### src/rtl/systolic_feeder.sv
// Host-side feeder for a systolic array driver: holds A/B operands, streams them
// column-interleaved into the driver, flushes after a drain delay and collects H*W results.
module systolic_feeder #(
    parameter int width_p        = 32,
    parameter int array_width_p  = 2,
    parameter int array_height_p = 2,
    parameter int inner_dim_p    = 2,
    parameter int drain_cycles_p = 8,
    localparam int H      = array_height_p,
    localparam int W      = array_width_p,
    localparam int K      = inner_dim_p,
    localparam int NA     = H * K,
    localparam int NB     = K * W,
    localparam int NC     = H * W,
    localparam int LD_MAX = (NA > NB) ? NA : NB,
    localparam int LD_W   = (LD_MAX > 1) ? $clog2(LD_MAX) : 1,
    localparam int RD_W   = (NC > 1) ? $clog2(NC) : 1
) (
    input  logic               clk_i,
    input  logic               reset_i,
    input  logic               en_i,
    input  logic               ld_v_i,
    input  logic               ld_sel_i,
    input  logic [LD_W-1:0]    ld_addr_i,
    input  logic [width_p-1:0] ld_data_i,
    input  logic               start_i,
    output logic               busy_o,
    output logic               done_o,
    output logic               valid_o,
    input  logic               ready_i,
    output logic [width_p-1:0] data_o,
    output logic               flush_o,
    input  logic               valid_i,
    output logic               yumi_o,
    input  logic [width_p-1:0] data_i,
    input  logic [RD_W-1:0]    rd_addr_i,
    output logic [width_p-1:0] rd_data_o
);
    localparam int AI_W = (NA > 1) ? $clog2(NA) : 1;
    localparam int BI_W = (NB > 1) ? $clog2(NB) : 1;
    localparam int KC_W = $clog2(K + 1);
    localparam int JC_W = $clog2(H + W + 1);
    localparam int DC_W = $clog2(drain_cycles_p + 1);
    localparam int IC_W = $clog2(NC + 1);

    typedef enum logic [2:0] {S_IDLE, S_SEND, S_DRAIN, S_FLUSH, S_COLLECT, S_DONE} state_e;

    state_e             state_q;
    logic [KC_W-1:0]    k_q, k_d;
    logic [JC_W-1:0]    j_q, j_d;
    logic [DC_W-1:0]    drn_q;
    logic [IC_W-1:0]    idx_q;
    logic               valid_q, flush_q, done_q;
    logic [width_p-1:0] data_q, elem;
    logic [width_p-1:0] a_q [NA];
    logic [width_p-1:0] a_d [NA];
    logic [width_p-1:0] b_q [NB];
    logic [width_p-1:0] b_d [NB];
    logic [width_p-1:0] c_q [NC];
    int                 ai, bi;
    logic               last_elem;

    // Operand writes are resolved combinationally so a start in the same cycle sees them.
    always_comb begin
        a_d = a_q;
        b_d = b_q;
        if (en_i && state_q == S_IDLE && ld_v_i) begin
            if (!ld_sel_i) begin
                if (int'(ld_addr_i) < NA) a_d[ld_addr_i[AI_W-1:0]] = ld_data_i;
            end else begin
                if (int'(ld_addr_i) < NB) b_d[ld_addr_i[BI_W-1:0]] = ld_data_i;
            end
        end
    end

    // Position of the element to present next: j walks H rows of A then W columns of B.
    always_comb begin
        if (state_q == S_IDLE) begin
            k_d = '0;
            j_d = '0;
        end else if (int'(j_q) == H + W - 1) begin
            k_d = k_q + 1'b1;
            j_d = '0;
        end else begin
            k_d = k_q;
            j_d = j_q + 1'b1;
        end
        ai = int'(j_d) * K + int'(k_d);
        bi = int'(k_d) * W + int'(j_d) - H;
        if (int'(k_d) >= K)    elem = '0;
        else if (int'(j_d) < H) elem = a_d[ai[AI_W-1:0]];
        else                    elem = b_d[bi[BI_W-1:0]];
        last_elem = (int'(k_q) == K - 1) && (int'(j_q) == H + W - 1);
    end

    always_ff @(posedge clk_i or posedge reset_i) begin
        if (reset_i) begin
            state_q <= S_IDLE;
            k_q     <= '0;
            j_q     <= '0;
            drn_q   <= '0;
            idx_q   <= '0;
            valid_q <= 1'b0;
            flush_q <= 1'b0;
            done_q  <= 1'b0;
            data_q  <= '0;
            for (int i = 0; i < NA; i++) a_q[i] <= '0;
            for (int i = 0; i < NB; i++) b_q[i] <= '0;
            for (int i = 0; i < NC; i++) c_q[i] <= '0;
        end else if (en_i) begin
            a_q     <= a_d;
            b_q     <= b_d;
            flush_q <= 1'b0;
            done_q  <= 1'b0;
            unique case (state_q)
                S_IDLE: if (start_i) begin
                    state_q <= S_SEND;
                    k_q     <= '0;
                    j_q     <= '0;
                    valid_q <= 1'b1;
                    data_q  <= elem;
                end
                S_SEND: if (ready_i) begin
                    if (last_elem) begin
                        state_q <= S_DRAIN;
                        valid_q <= 1'b0;
                        drn_q   <= '0;
                    end else begin
                        k_q    <= k_d;
                        j_q    <= j_d;
                        data_q <= elem;
                    end
                end
                S_DRAIN: begin
                    if (int'(drn_q) == drain_cycles_p - 1) begin
                        state_q <= S_FLUSH;
                        flush_q <= 1'b1;
                    end else begin
                        drn_q <= drn_q + 1'b1;
                    end
                end
                S_FLUSH: begin
                    idx_q   <= '0;
                    state_q <= S_COLLECT;
                end
                S_COLLECT: if (valid_i) begin
                    c_q[idx_q[RD_W-1:0]] <= data_i;
                    idx_q                <= idx_q + 1'b1;
                    if (int'(idx_q) == NC - 1) begin
                        state_q <= S_DONE;
                        done_q  <= 1'b1;
                    end
                end
                S_DONE:  state_q <= S_IDLE;
                default: state_q <= S_IDLE;
            endcase
        end
    end

    assign busy_o    = (state_q != S_IDLE);
    assign done_o    = done_q;
    assign valid_o   = valid_q;
    assign data_o    = data_q;
    assign flush_o   = flush_q;
    assign yumi_o    = en_i && valid_i && (state_q == S_COLLECT);
    assign rd_data_o = (int'(rd_addr_i) < NC) ? c_q[rd_addr_i] : '0;
endmodule

### config.mk
export PLATFORM = sky130hd
export DESIGN_NAME = systolic_feeder
export DESIGN_NICKNAME = d
export VERILOG_FILES = /design/src/rtl/systolic_feeder.sv
export SDC_FILE = /design/constraint.sdc
export NUM_CORES = 1
export LEC_CHECK = 0
export ABC_CLOCK_PERIOD_IN_PS = 24800
export CAP_MARGIN = 40
export CORE_AREA = 4 4 230 232
export CTS_BUF_LIST = sky130_fd_sc_hd__clkbuf_2 sky130_fd_sc_hd__clkbuf_4 sky130_fd_sc_hd__clkbuf_8
export DETAILED_ROUTE_END_ITERATION = 12
export DIE_AREA = 0 0 234 236
export PLACE_DENSITY_LB_ADDON = 0.12
export SLEW_MARGIN = 20
export SYNTH_ARGS = -nofsm -noshare
export SYNTH_HDL_FRONTEND = slang
export SYNTH_SLANG_ARGS = --single-unit
### constraint.sdc
create_clock -name clk_i -period 24.8 [get_ports clk_i]
set_input_delay 7.44 -clock clk_i [delete_from_list [all_inputs] [get_ports clk_i]]
set_output_delay 7.44 -clock clk_i [all_outputs]
set_load 0.02 [all_outputs]
==> qor_table.md <==
| Quantity | This run |
|:---|:---|
| Initial core utilization | 37.6% |
| Avg Inst Size Synth | 13.3 sq um |
| Leakage power | 11.8 nW |
| Post-cts gate resize count | 0 |
| Hold-fix buffers at CTS | 0 |
| Die W | 234 microns |
| Worst EP arrival | 9.21 ns |
| Vias post-DR | 12400 |
| Depth of the most critical reg-to-reg path | 8 |
| Met1 Routed Length | 23400 microns |
| Cells taking the most area after synthesis | dfrtp_1 (57%), mux2_2 (16%), mux2i_1 (3.9%) |
| Maximum number of pins on one net before global-route repair | 179 |
| Hold Path Stages | 2 |
| Met3 Routed Length | 2300 microns |
| Number of buffers created by CTS | 79 |
| Capturing element type of the critical path | primary output |
| Final Wtd Congestion | 0.775 |
| Pins over their slew limit | 0 |
| Crit-path slowest cell | clkdlybuf4s50_1 |
| Reg2Reg Launch Point | j_q[0] |
| Number of global-route vias before repair | 13000 |
| Number of buffers added for setup after CTS | 0 |
| Sequential cell area fraction in the yosys report | 56.7% |
| Final routed wire length divided by cell count | 21.7 microns |
| Number of storage elements in the synthesis netlist | 434 |
| YS warnings | 0 |
| Maximum fanout count along the critical path | 11 |
| Unrepaired setup endpoints after global routing | false |
| Number of top-level pins | 145 |
| CP Class | in2out |
| CTS sink count | 434 |
| Clock slew at the register clock pins of the worst setup and hold paths | 0.05 ns |
| Peak per-stage delay on the critical path | 0.70 ns |
| Most used cell along the critical path | clkdlybuf4s50_1 |
| Inst Count DP | 2213 |
| Hold endpoint | a_q[127] |
| # diodes | 0 |
| Number of H-tree branching levels | 3 |
| Initial antenna violation count | 2 |
| Worst ir drop on vdd | 0.0592 mV |
| Area delta synth->final | 21.1% |
| Worst relative slew slack | 32.1% |
| Highest routed layer | met5 |
| Clock period minus worst slack | 16.65 ns |
| Root cell of the clock tree | clkbuf_8 |
| Fin nets | 1700 |
| Maximum clock frequency | 60.1 MHz |
| Site Rows | 83 |
| Number of antenna-violating nets in the routed design | 0 |
| CTS tree | yes |
| Port Buf Inserts | 144 |
| Worst slew pin tran | 1.02 ns |
| Hold violation count in the final report | 0 |
| Post-synthesis cell type with the largest combined area | dfrtp_1 |
| Overall overflow remaining after global route | 0 |
| Die height | 236 microns |
| Number of buffers on the longest clock path | 3 |
| Share of Yosys cell area claimed by the top area cell type | 56.7% |
| Number of endpoints failing setup at the final stage | 0 |
| Via-per-instance ratio | 5.26 |
| Area of the mapped netlist | 0.0192 sq mm |
| Max-capacitance violation count | 0 |
| HP Start | a_q[127] |
| Combinational group share of total power | 30.2% |
| Count of unresolved DRC violations after routing | 0 |
| Crit Reg-Reg Endpoint | data_o[1] |
| First-pass GRT wire length | 79600 microns |
| Post-detail-place hpwl | 30500 microns |
| Cell Pwr Density | 107 mW/mm^2 |
| Number of enable-type register cells in the synthesized netlist | 0 |
| Iteration-0 DRC count of the detailed router | 971 |
| Share of async-settable or async-resettable flops after synthesis | 100% |
| Cell Int Power | 1.69 mW |
| Portion of total power attributed to sequential cells | 40.9% |
| Critical path cell sequence | clkdlybuf4s50_1 > nand4_1 > inv_1 > clkdlybuf4s50_1 |
| Flop-to-flop setup slack | 21.48 ns |
| Synthesized netlist cell count | 1443 |
| Fraction of final layout cells sized beyond drive strength 1 | 30.1% |
| Ratio of final minimum period to clock period | 67.1% |
| Worst Skew | 0.0285 ns |
| Accumulated negative setup slack | 0 ns |
| Latest clock arrival within the worst-skew pair | 0.64 ns |
| First drt pass iteration count | 6 |
| Path category of the worst min-delay check | reg2reg |
| Net switching power figure | 0.793 mW |
| Number of distinct standard cells referenced by the synthesized netlist | 61 |
| Total nets after synthesis | 1527 |
| Area enclosed by the die boundary | 0.0552 sq mm |
| Most instantiated flip-flop cell in the synthesis netlist | dfrtp_1 |
| Worst EP required | 17.36 ns |
| Outcome | finished, final reports clean |
| Total track usage | 18.7% |
| Final routed wirelength across all metal layers | 51100 microns |
| Core area | 0.0510 sq mm |
| Sort of element at the start of the critical path | input pin |
| Fraction of power spent switching nets | 32.0% |
| Finished Layout Cells | 2356 |
| Clk pwr share | 28.9% |
| Met2 routed WL | 24300 microns |
[stage by stage]
step | power, mW | util (%) | hold WS (ns) | setup slack, ns | area [sq um]
3_5_place_dp | 1.79 | 42.1 | 0.458 | 8.06 | 21400
2_1_floorplan | 1.51 | - | 0.441 | 5.27 | 19200
3_3_place_gp | 1.76 | 41.8 | 0.454 | 7.93 | 21300
6_report | 2.48 | 45.5 | 0.469 | 8.15 | 23200
5_1_grt | 2.64 | 45.5 | 0.488 | 7.99 | 23200
4_1_cts | 2.52 | 45.4 | 0.472 | 8.06 | 23200
[synth_stat cells (all sizes together), types with 3 or more instances]
library cell	count
or4	7
a21oi	7
nor2	49
dfrtp	434
mux2	298
ha	8
nand2b	51
o211ai	3
mux4	32
nand3	30
mux2i	74
o41ai	13
o31ai	10
or4b	6
buf	57
nor4b	3
a31oi	3
o21bai	12
and2	4
inv	87
nand4	16
nand2	66
a222oi	20
nor3	8
o22ai	32
o21ai	18
a32oi	33
clkbuf	33
nor2b	3
[worst max path at each step]
stage / startpoint / endpoint / slack [ns]
after global routing: en_i / yumi_o / 7.99
after floorplan: reset_i / a_q[0] / 5.27
after global placement: rd_addr_i[1] / rd_data_o[27] / 7.93
after CTS: rd_addr_i[0] / rd_data_o[2] / 8.06
after detailed placement: rd_addr_i[0] / rd_data_o[2] / 8.06
final: en_i / yumi_o / 8.15
[layer usage]
metal | up-vias | track usage (%)
li1 | 5594 | -
met1 | 6432 | 26.2
met2 | 265 | 29.6
met3 | 90 | 4.01
met4 | 4 | 4.79
met5 | - | 0
[flip-flops by register name, indices dropped and copies added, names as in the netlist]
name and cells:
drn_q 4, j_q 3, valid_o 1, k_q 2
b_q 128, a_q 128, state_q 3, data_o 32
idx_q 3, c_q 128, flush_o 1, done_o 1
[power groups by stage]
stage / sequential (mW) / combinational (mW) / clock, mW
3_3_place_gp: 1.02 / 0.740 / 0
2_1_floorplan: 1.02 / 0.485 / 0
6_report: 1.01 / 0.750 / 0.718
3_5_place_dp: 1.03 / 0.756 / 0
4_1_cts: 1.02 / 0.760 / 0.743
5_1_grt: 1.04 / 0.825 / 0.775
[cells by family (layout without fill, tap and decap cells)]
family | Yosys count | in the layout | synth area share (%)
mux | 404 | 404 | 25.1
xor+xnor | 2 | 2 | 0.0914
flops | 434 | 434 | 56.7
simple gates | 257 | 257 | 7.26
compound gates | 161 | 161 | 6.37
buf+inv | 177 | 410 | 3.93
fa+ha+maj | 8 | 8 | 0.522
[layout by cell type (no fill, tap or decap), drive strengths merged, types with 3 or more instances in the layout]
| master | Yosys | routed |
|---|---|---|
| dfrtp | 434 | 434 |
| mux2 | 298 | 298 |
| clkdlybuf4s50 | 0 | 142 |
| clkbuf | 33 | 126 |
| inv | 87 | 88 |
| mux2i | 74 | 74 |
| nand2 | 66 | 66 |
| nand2b | 51 | 51 |
| nor2 | 49 | 49 |
| buf | 57 | 40 |
| a32oi | 33 | 33 |
| mux4 | 32 | 32 |
| o22ai | 32 | 32 |
| nand3 | 30 | 30 |
| a222oi | 20 | 20 |
| o21ai | 18 | 18 |
| nand4 | 16 | 16 |
| o41ai | 13 | 13 |
| clkinv | 0 | 12 |
| o21bai | 12 | 12 |
| o31ai | 10 | 10 |
| ha | 8 | 8 |
| nor3 | 8 | 8 |
| or4 | 7 | 7 |
| a21oi | 7 | 7 |
| or4b | 6 | 6 |
| and2 | 4 | 4 |
| nor2b | 3 | 3 |
| a31oi | 3 | 3 |
| o211ai | 3 | 3 |
| nor4b | 3 | 3 |
[critical path, delay by kind of cell]
family	cells	cell delay (ns)
buffers and inverters	3	1.55
and+or+nand+nor	1	0.21
[cell type report]
| class | count | area [sq um] |
|---|---|---|
| Multi-Input combinational cell | 832 | 7630 |
| Fill cell | 4717 | 27800 |
| Timing Repair Buffer | 182 | 1830 |
| Inverter | 87 | 334 |
| Clock buffer | 126 | 1600 |
| Tap cell | 680 | 851 |
| Sequential cell | 434 | 10900 |
| Clock inverter | 15 | 106 |
(Power assumes the default switching activity.)
